**config.mk**
```make
export PLATFORM = sky130hd
export DESIGN_NAME = ram_access_ctrl_flat
export DESIGN_NICKNAME = d
export VERILOG_FILES = /design/src/rtl/ram_access_ctrl_if.sv /design/src/rtl/ram_access_ctrl.sv /design/src/flat_wrapper.sv
export SDC_FILE = /design/constraint.sdc
export NUM_CORES = 1
export LEC_CHECK = 0
export BUFFER_PORTS_ARGS = -buffer_cell sky130_fd_sc_hd__buf_2
export CAP_MARGIN = 15
export CORE_ASPECT_RATIO = 1.25
export CORE_MARGIN = 1
export CORE_UTILIZATION = 58
export CTS_BUF_LIST = sky130_fd_sc_hd__clkbuf_4
export CTS_CLUSTER_DIAMETER = 80
export DETAILED_ROUTE_END_ITERATION = 10
export GPL_TIMING_DRIVEN = 1
export PLACE_DENSITY = 0.8
export REMOVE_ABC_BUFFERS = 1
export SKIP_LAST_GASP = 1
export SLEW_MARGIN = 30
export SYNTH_ARGS = -nofsm -noshare
export SYNTH_HDL_FRONTEND = slang
export SYNTH_SLANG_ARGS = --single-unit
```
**constraint.sdc**
```tcl
create_clock -name clock -period 3.1 [get_ports clock]
set_input_delay 0.31 -clock clock [delete_from_list [all_inputs] [get_ports clock]]
set_output_delay 0.31 -clock clock [all_outputs]
set_load 0.03 [all_outputs]
```
**src/rtl/ram_access_ctrl_if.sv**
```systemverilog
// CPU-side request/response bundle for ram_access_ctrl.
// The master issues load/store requests and consumes read responses.
interface ram_access_ctrl_if #(
  parameter int DATA_WIDTH = 32,
  parameter int ADDR_WIDTH = 11
);
  logic                  req_valid;
  logic                  req_ready;
  logic                  req_we;
  logic [ADDR_WIDTH-1:0] req_address;
  logic [DATA_WIDTH-1:0] req_data;
  logic                  rsp_valid;
  logic                  rsp_ready;
  logic [DATA_WIDTH-1:0] rsp_data;

  modport master (
    output req_valid, req_we, req_address, req_data, rsp_ready,
    input  req_ready, rsp_valid, rsp_data
  );

  modport slave (
    input  req_valid, req_we, req_address, req_data, rsp_ready,
    output req_ready, rsp_valid, rsp_data
  );
endinterface

```
**src/rtl/ram_access_ctrl.sv**
```systemverilog
// In-order request sequencer and sole master of a negedge-sampled data RAM.
// Queues CPU requests, issues one-cycle RAM accesses, returns reads with backpressure.
module ram_access_ctrl #(
  parameter int DATA_WIDTH = 32,
  parameter int ADDR_WIDTH = 11,
  parameter int FIFO_DEPTH = 4
) (
  input  logic                         clock,
  input  logic                         reset,
  ram_access_ctrl_if.slave             bus,
  output logic [ADDR_WIDTH-1:0]        ram_address,
  output logic [DATA_WIDTH-1:0]        ram_data_in,
  output logic                         ram_we,
  output logic                         ram_chip_select,
  input  logic [DATA_WIDTH-1:0]        ram_data_out,
  output logic [$clog2(FIFO_DEPTH):0]  fifo_count,
  output logic                         busy
);

  localparam int PW = $clog2(FIFO_DEPTH);
  localparam int CW = PW + 1;

  localparam logic [1:0] IDLE    = 2'd0;
  localparam logic [1:0] ACCESS  = 2'd1;
  localparam logic [1:0] RESPOND = 2'd2;

  typedef struct packed {
    logic                  we;
    logic [ADDR_WIDTH-1:0] address;
    logic [DATA_WIDTH-1:0] data;
  } req_t;

  req_t                  fifo_mem [FIFO_DEPTH];
  req_t                  head;
  logic [PW-1:0]         wr_ptr;
  logic [PW-1:0]         rd_ptr;
  logic [1:0]            state;
  logic                  rsp_valid;
  logic [DATA_WIDTH-1:0] rsp_data;
  logic                  push;
  logic                  pop;

  // Ready comes from the registered count only, so a full FIFO never takes a push
  // even when the head is being popped in the same cycle.
  assign bus.req_ready = (fifo_count != CW'(FIFO_DEPTH)) && !reset;
  assign push          = bus.req_valid && bus.req_ready;
  assign pop           = (state == IDLE) && (fifo_count != '0);
  assign head          = fifo_mem[rd_ptr];
  assign busy          = (state != IDLE) || (fifo_count != '0);
  assign bus.rsp_valid = rsp_valid;
  assign bus.rsp_data  = rsp_data;

  // NOTE: storage is not reset; the pointers and count decide which entries are live.
  always_ff @(posedge clock) begin
    if (push) begin
      fifo_mem[wr_ptr] <= '{we: bus.req_we, address: bus.req_address, data: bus.req_data};
    end
  end

  // NOTE: state is updated with non-blocking assignments so every register sees
  // the pre-edge values of the others, matching the hardware it describes.
  always_ff @(posedge clock) begin
    if (reset) begin
      state           <= IDLE;
      wr_ptr          <= '0;
      rd_ptr          <= '0;
      fifo_count      <= '0;
      ram_address     <= '0;
      ram_data_in     <= '0;
      ram_we          <= 1'b0;
      ram_chip_select <= 1'b0;
      rsp_valid       <= 1'b0;
      rsp_data        <= '0;
    end else begin
      if (push) wr_ptr <= wr_ptr + 1'b1;
      if (pop)  rd_ptr <= rd_ptr + 1'b1;
      if (push && !pop)      fifo_count <= fifo_count + 1'b1;
      else if (pop && !push) fifo_count <= fifo_count - 1'b1;

      case (state)
        IDLE: begin
          if (pop) begin
            ram_address     <= head.address;
            ram_we          <= head.we;
            ram_data_in     <= head.data;
            ram_chip_select <= 1'b1;
            state           <= ACCESS;
          end
        end
        ACCESS: begin
          // The RAM acted on the negedge inside this cycle, so its output is settled here.
          ram_chip_select <= 1'b0;
          ram_we          <= 1'b0;
          if (ram_we) begin
            state <= IDLE;
          end else begin
            rsp_data  <= ram_data_out;
            rsp_valid <= 1'b1;
            state     <= RESPOND;
          end
        end
        RESPOND: begin
          if (bus.rsp_ready) begin
            rsp_valid <= 1'b0;
            state     <= IDLE;
          end
        end
        default: state <= IDLE;
      endcase
    end
  end

endmodule
```
**src/flat_wrapper.sv**
```systemverilog
// flat-port wrapper written by rule: the top's interface ports become plain ports
module ram_access_ctrl_flat 
#(
  parameter int DATA_WIDTH = 32,
  parameter int ADDR_WIDTH = 11,
  parameter int FIFO_DEPTH = 4
)
  (clock, reset, ram_address, ram_data_in, ram_we, ram_chip_select, ram_data_out, fifo_count, busy, bus_req_valid, bus_req_we, bus_req_address, bus_req_data, bus_rsp_ready, bus_req_ready, bus_rsp_valid, bus_rsp_data);
  ram_access_ctrl_if #(.DATA_WIDTH(DATA_WIDTH), .ADDR_WIDTH(ADDR_WIDTH)) bus_i ();
  input  logic clock;
  input  logic reset;
  output logic [ADDR_WIDTH-1:0] ram_address;
  output logic [DATA_WIDTH-1:0] ram_data_in;
  output logic ram_we;
  output logic ram_chip_select;
  input  logic [DATA_WIDTH-1:0] ram_data_out;
  output logic [$clog2(FIFO_DEPTH):0] fifo_count;
  output logic busy;
  input wire logic [$bits(bus_i.req_valid)-1:0] bus_req_valid;
  input wire logic [$bits(bus_i.req_we)-1:0] bus_req_we;
  input wire logic [$bits(bus_i.req_address)-1:0] bus_req_address;
  input wire logic [$bits(bus_i.req_data)-1:0] bus_req_data;
  input wire logic [$bits(bus_i.rsp_ready)-1:0] bus_rsp_ready;
  output wire logic [$bits(bus_i.req_ready)-1:0] bus_req_ready;
  output wire logic [$bits(bus_i.rsp_valid)-1:0] bus_rsp_valid;
  output wire logic [$bits(bus_i.rsp_data)-1:0] bus_rsp_data;
  assign bus_i.req_valid = bus_req_valid;
  assign bus_i.req_we = bus_req_we;
  assign bus_i.req_address = bus_req_address;
  assign bus_i.req_data = bus_req_data;
  assign bus_i.rsp_ready = bus_rsp_ready;
  assign bus_req_ready = bus_i.req_ready;
  assign bus_rsp_valid = bus_i.rsp_valid;
  assign bus_rsp_data = bus_i.rsp_data;
  ram_access_ctrl #(.DATA_WIDTH(DATA_WIDTH), .ADDR_WIDTH(ADDR_WIDTH), .FIFO_DEPTH(FIFO_DEPTH)) u_core (.clock(clock), .reset(reset), .bus(bus_i), .ram_address(ram_address), .ram_data_in(ram_data_in), .ram_we(ram_we), .ram_chip_select(ram_chip_select), .ram_data_out(ram_data_out), .fifo_count(fifo_count), .busy(busy));
endmodule
```
==> metrics.log <==
[metrics] result of the run: complete, no violations
[metrics] worst hold path cell count: 3
[metrics] worst path arrival time: 3.09 ns
[metrics] die area: 17000 µm²
[metrics] initial antenna violation count: 1
[metrics] transition time at the pin with the least slew margin: 0.936 ns
[metrics] Critical Path Stages: 8
[metrics] fraction of registers with async set/reset: 0
[metrics] count of pins over their slew limit: 0
[metrics] Finished Core Util: 0.750
[metrics] pin count of the biggest net entering global routing: 50
[metrics] iteration-0 DRC count of the detailed router: 299
[metrics] initial core utilization: 0.593
[metrics] cts repair resizes: 0
[metrics] count of placed standard cells including taps: 898
[metrics] most frequent standard cell in the layout excluding fill and tap cells: sky130_fd_sc_hd__edfxtp_1
[metrics] root cell of the clock tree: sky130_fd_sc_hd__clkbuf_4
[metrics] delay contributed by the slowest stage of the critical path: 0.48 ns
[metrics] mean area per synthesized cell: 17.6 µm²
[metrics] largest fanout on the critical path: 7
[metrics] cell depth of the worst flop-to-flop path: 8
[metrics] shortest clock period the worst path allows after layout: 2.50 ns
[metrics] Final TNS setup: 0 ns
[metrics] cts bufs inserted: 58
[metrics] clock slew at the register clock pins of the worst setup and hold paths: 0.07 ns
[metrics] most frequently used flop master after synthesis: sky130_fd_sc_hd__edfxtp_1
[metrics] WL final: 20.8 mm
[metrics] htree depth: 2
[metrics] growth of design area from synthesis to finish: 26.4%
[metrics] Layout Skew: 0.0285 ns
[metrics] number of enable flip-flop cells after synthesis: 176
[metrics] total power after layout: 10.7 mW
[metrics] total standard cell area after synthesis: 9570 µm²
[metrics] final cycle utilization of the critical path: 0.807
[metrics] unrepaired setup endpoints after global routing: no
[metrics] Critical-path top delay cell: sky130_fd_sc_hd__nor3b_2
[metrics] total number of yosys warnings: 0
[metrics] crit-path leading delay family: simple AND/OR/NAND/NOR gates
[metrics] final global-route overflow total: 0
[metrics] count of final setup violators: 0
[metrics] Mapped Cells: 542
[metrics] site row count: 52
[metrics] final estimated routing congestion in global placement: 0.723
[metrics] Seq cells post-synth: 265
[metrics] type of element launching the critical path: flip-flop
[metrics] clock network latency to the later pin of the worst-skew pair: 0.67 ns
[metrics] number of inserted filler cells in the final layout: 980
[metrics] minimum setup slack among reg-to-reg paths: 0.60 ns
[metrics] horizontal die dimension: 117 µm
[metrics] commonest non-fill, non-tap cells in the layout: sky130_fd_sc_hd__edfxtp_1 (176), sky130_fd_sc_hd__buf_2 (162), sky130_fd_sc_hd__dfxtp_1 (87), sky130_fd_sc_hd__clkbuf_4 (86), sky130_fd_sc_hd__dlygate4sd3_1 (78)
[metrics] global-route wire length before repair: 31.0 mm
[metrics] Worst slew margin: 0.376
[metrics] series of cell instances along the critical path: nor3b_1, nor3b_2, ha_1, inv_1, fa_1, xor2_1, or3_1, a21oi_1
[metrics] via-per-instance ratio: 5.41
[metrics] Worst Path Required: 3.69 ns
[metrics] Power Dens Cells: 888 nW/µm²
[metrics] worst-case vdd ir drop: 0.563 mV
[metrics] non-filler instance count after layout: 1086
[metrics] IO buf count: 162
[metrics] via count of the first global-routing pass: 6322
[metrics] number of max-capacitance violations reported: 0
[metrics] Seq/Total Area, Yosys: 0.739
[metrics] height of the chip: 146 µm
[metrics] Max Buffers Root-to-Sink: 3
[metrics] number of sinks on the clock net: 265
[metrics] # IOs: 163
[metrics] routed via count: 5877
[metrics] total count of hold-check failures in the final report: 0
[metrics] first-pass detailed-route iteration total: 5
[metrics] total number of nets in the final design: 906
[metrics] kind of capture point of the worst setup path: flip-flop
[metrics] Leakage Power: 4.62 nW
[metrics] number of buffer and inverter instances along the worst setup path: 1
[metrics] count of antenna-violating nets left after detailed routing: 0
[metrics] GR Util All Layers: 0.247
[metrics] Hold WC Path Type: in2reg
[metrics] Post-DP HPWL: 11.5 mm
[metrics] share of layout cells above drive strength 1: 0.395
[metrics] Routed wire per std cell: 19.2 µm
[metrics] path type of the worst setup path: reg2reg
[metrics] Core Box Area: 16100 µm²
[metrics] CTS tree: yes
[metrics] count of unique library cells instantiated by Yosys: 39
[metrics] drc violations: 0
[metrics] highest attainable clock frequency: 400 MHz
## path summary, 6_finish.rpt
check                                  startpoint                                   end
max             u_core.fifo_count[0]$_SDFFE_PP0P_     u_core.fifo_count[2]$_SDFFE_PP0P_
min                                 bus_req_valid         u_core.wr_ptr[0]$_SDFFE_PP0P_
max reg2reg     u_core.fifo_count[0]$_SDFFE_PP0P_     u_core.fifo_count[2]$_SDFFE_PP0P_
min reg2reg  u_core.bus.rsp_data[16]$_SDFFE_PP0P_  u_core.bus.rsp_data[16]$_SDFFE_PP0P_
## per-stage QoR
stage,area [µm²],setup WS (ns),hold WS (ns)
floorplan,9320,0.173,0.379
global placement,10600,0.746,0.438
detailed placement,10600,0.559,0.446
CTS,12100,0.549,0.0591
global route,12100,0.423,0.0917
finish,12100,0.598,0.120
## layer usage
metal | track usage | vias up | share of wire
li1 | - | 2705 | -
met1 | 0.266 | 2886 | 0.38
met2 | 0.454 | 252 | 0.53
met3 | 0.0658 | 34 | 0.071
met4 | 0.0911 | 0 | 0.018
met5 | 0 | - | 0
## cells in the mapped netlist (3+ instances only)
cell type / count / area (µm²)
sky130_fd_sc_hd__dfxtp_1: 89 / 1780
sky130_fd_sc_hd__buf_4: 4 / 30.0
sky130_fd_sc_hd__nor2_1: 9 / 33.8
sky130_fd_sc_hd__nand2_1: 67 / 251
sky130_fd_sc_hd__buf_6: 9 / 101
sky130_fd_sc_hd__o21ai_0: 3 / 15.0
sky130_fd_sc_hd__mux4_2: 40 / 901
sky130_fd_sc_hd__mux4_1: 4 / 105
sky130_fd_sc_hd__clkbuf_8: 3 / 41.3
sky130_fd_sc_hd__buf_2: 7 / 35.0
sky130_fd_sc_hd__a22o_1: 20 / 175
sky130_fd_sc_hd__a22o_2: 23 / 230
sky130_fd_sc_hd__ha_1: 5 / 62.6
sky130_fd_sc_hd__and2_1: 4 / 25.0
sky130_fd_sc_hd__clkbuf_1: 9 / 33.8
sky130_fd_sc_hd__edfxtp_1: 176 / 5290
sky130_fd_sc_hd__inv_1: 5 / 18.8
sky130_fd_sc_hd__a21oi_1: 38 / 190
## final cells by class
type	instances	area, µm²	share of cell area
diodes	1	2.50	0.000207
flip-flops and latches	265	7070	0.585
multi-input cells	238	2240	0.185
clock inverters	23	96.3	0.00797
clock buffers	86	646	0.0534
repair buffers	252	1750	0.145
well taps	216	270	0.0223
inverters	5	18.8	0.00155
## kinds of logic (layout without fill, tap and decap cells)
kind of cell    count (synthesis)  in the layout  synth area share
compound gates                 88             88            0.0680
xor+xnor                        2              2           0.00183
fa+ha+maj                       6              6           0.00863
buf+inv                        39            366            0.0281
flops                         265            265             0.739
mux                            48             48             0.110
other cells                     0              1                 0
simple gates                   94             94            0.0450
## sequential cells by signal (all words and copies together) (netlist names), named ones only
signal,cells
u_core.ram_we,1
u_core.wr_ptr,2
u_core.rd_ptr,2
u_core.bus.rsp_valid,1
u_core.fifo_mem,176
u_core.fifo_count,3
u_core.ram_data_in,32
u_core.state,2
u_core.bus.rsp_data,32
u_core.ram_chip_select,1
u_core.ram_address,11
## power breakdown
group	internal (mW)	switching (mW)	total (mW)
clock network	1.28	1.28	2.56
logic	1.35	1.99	3.34
registers	4.38	0.461	4.84
## worst reg2reg max path, cell delays in order (launching register included)
cell	delay (ns)
sky130_fd_sc_hd__dfxtp_1	0.46
sky130_fd_sc_hd__nor3b_1	0.13
sky130_fd_sc_hd__nor3b_2	0.48
sky130_fd_sc_hd__ha_1	0.30
sky130_fd_sc_hd__inv_1	0.06
sky130_fd_sc_hd__fa_1	0.37
sky130_fd_sc_hd__xor2_1	0.18
sky130_fd_sc_hd__or3_1	0.31
sky130_fd_sc_hd__a21oi_1	0.15
## timing repair
item                                    in CTS  in global routing
hold endpoints to repair                   211                  0
endpoints found under the setup margin       0                  0
buffers inserted                             0                  0
hold buffers                                78                  0
Note: power is estimated with default switching activity, not from simulation.
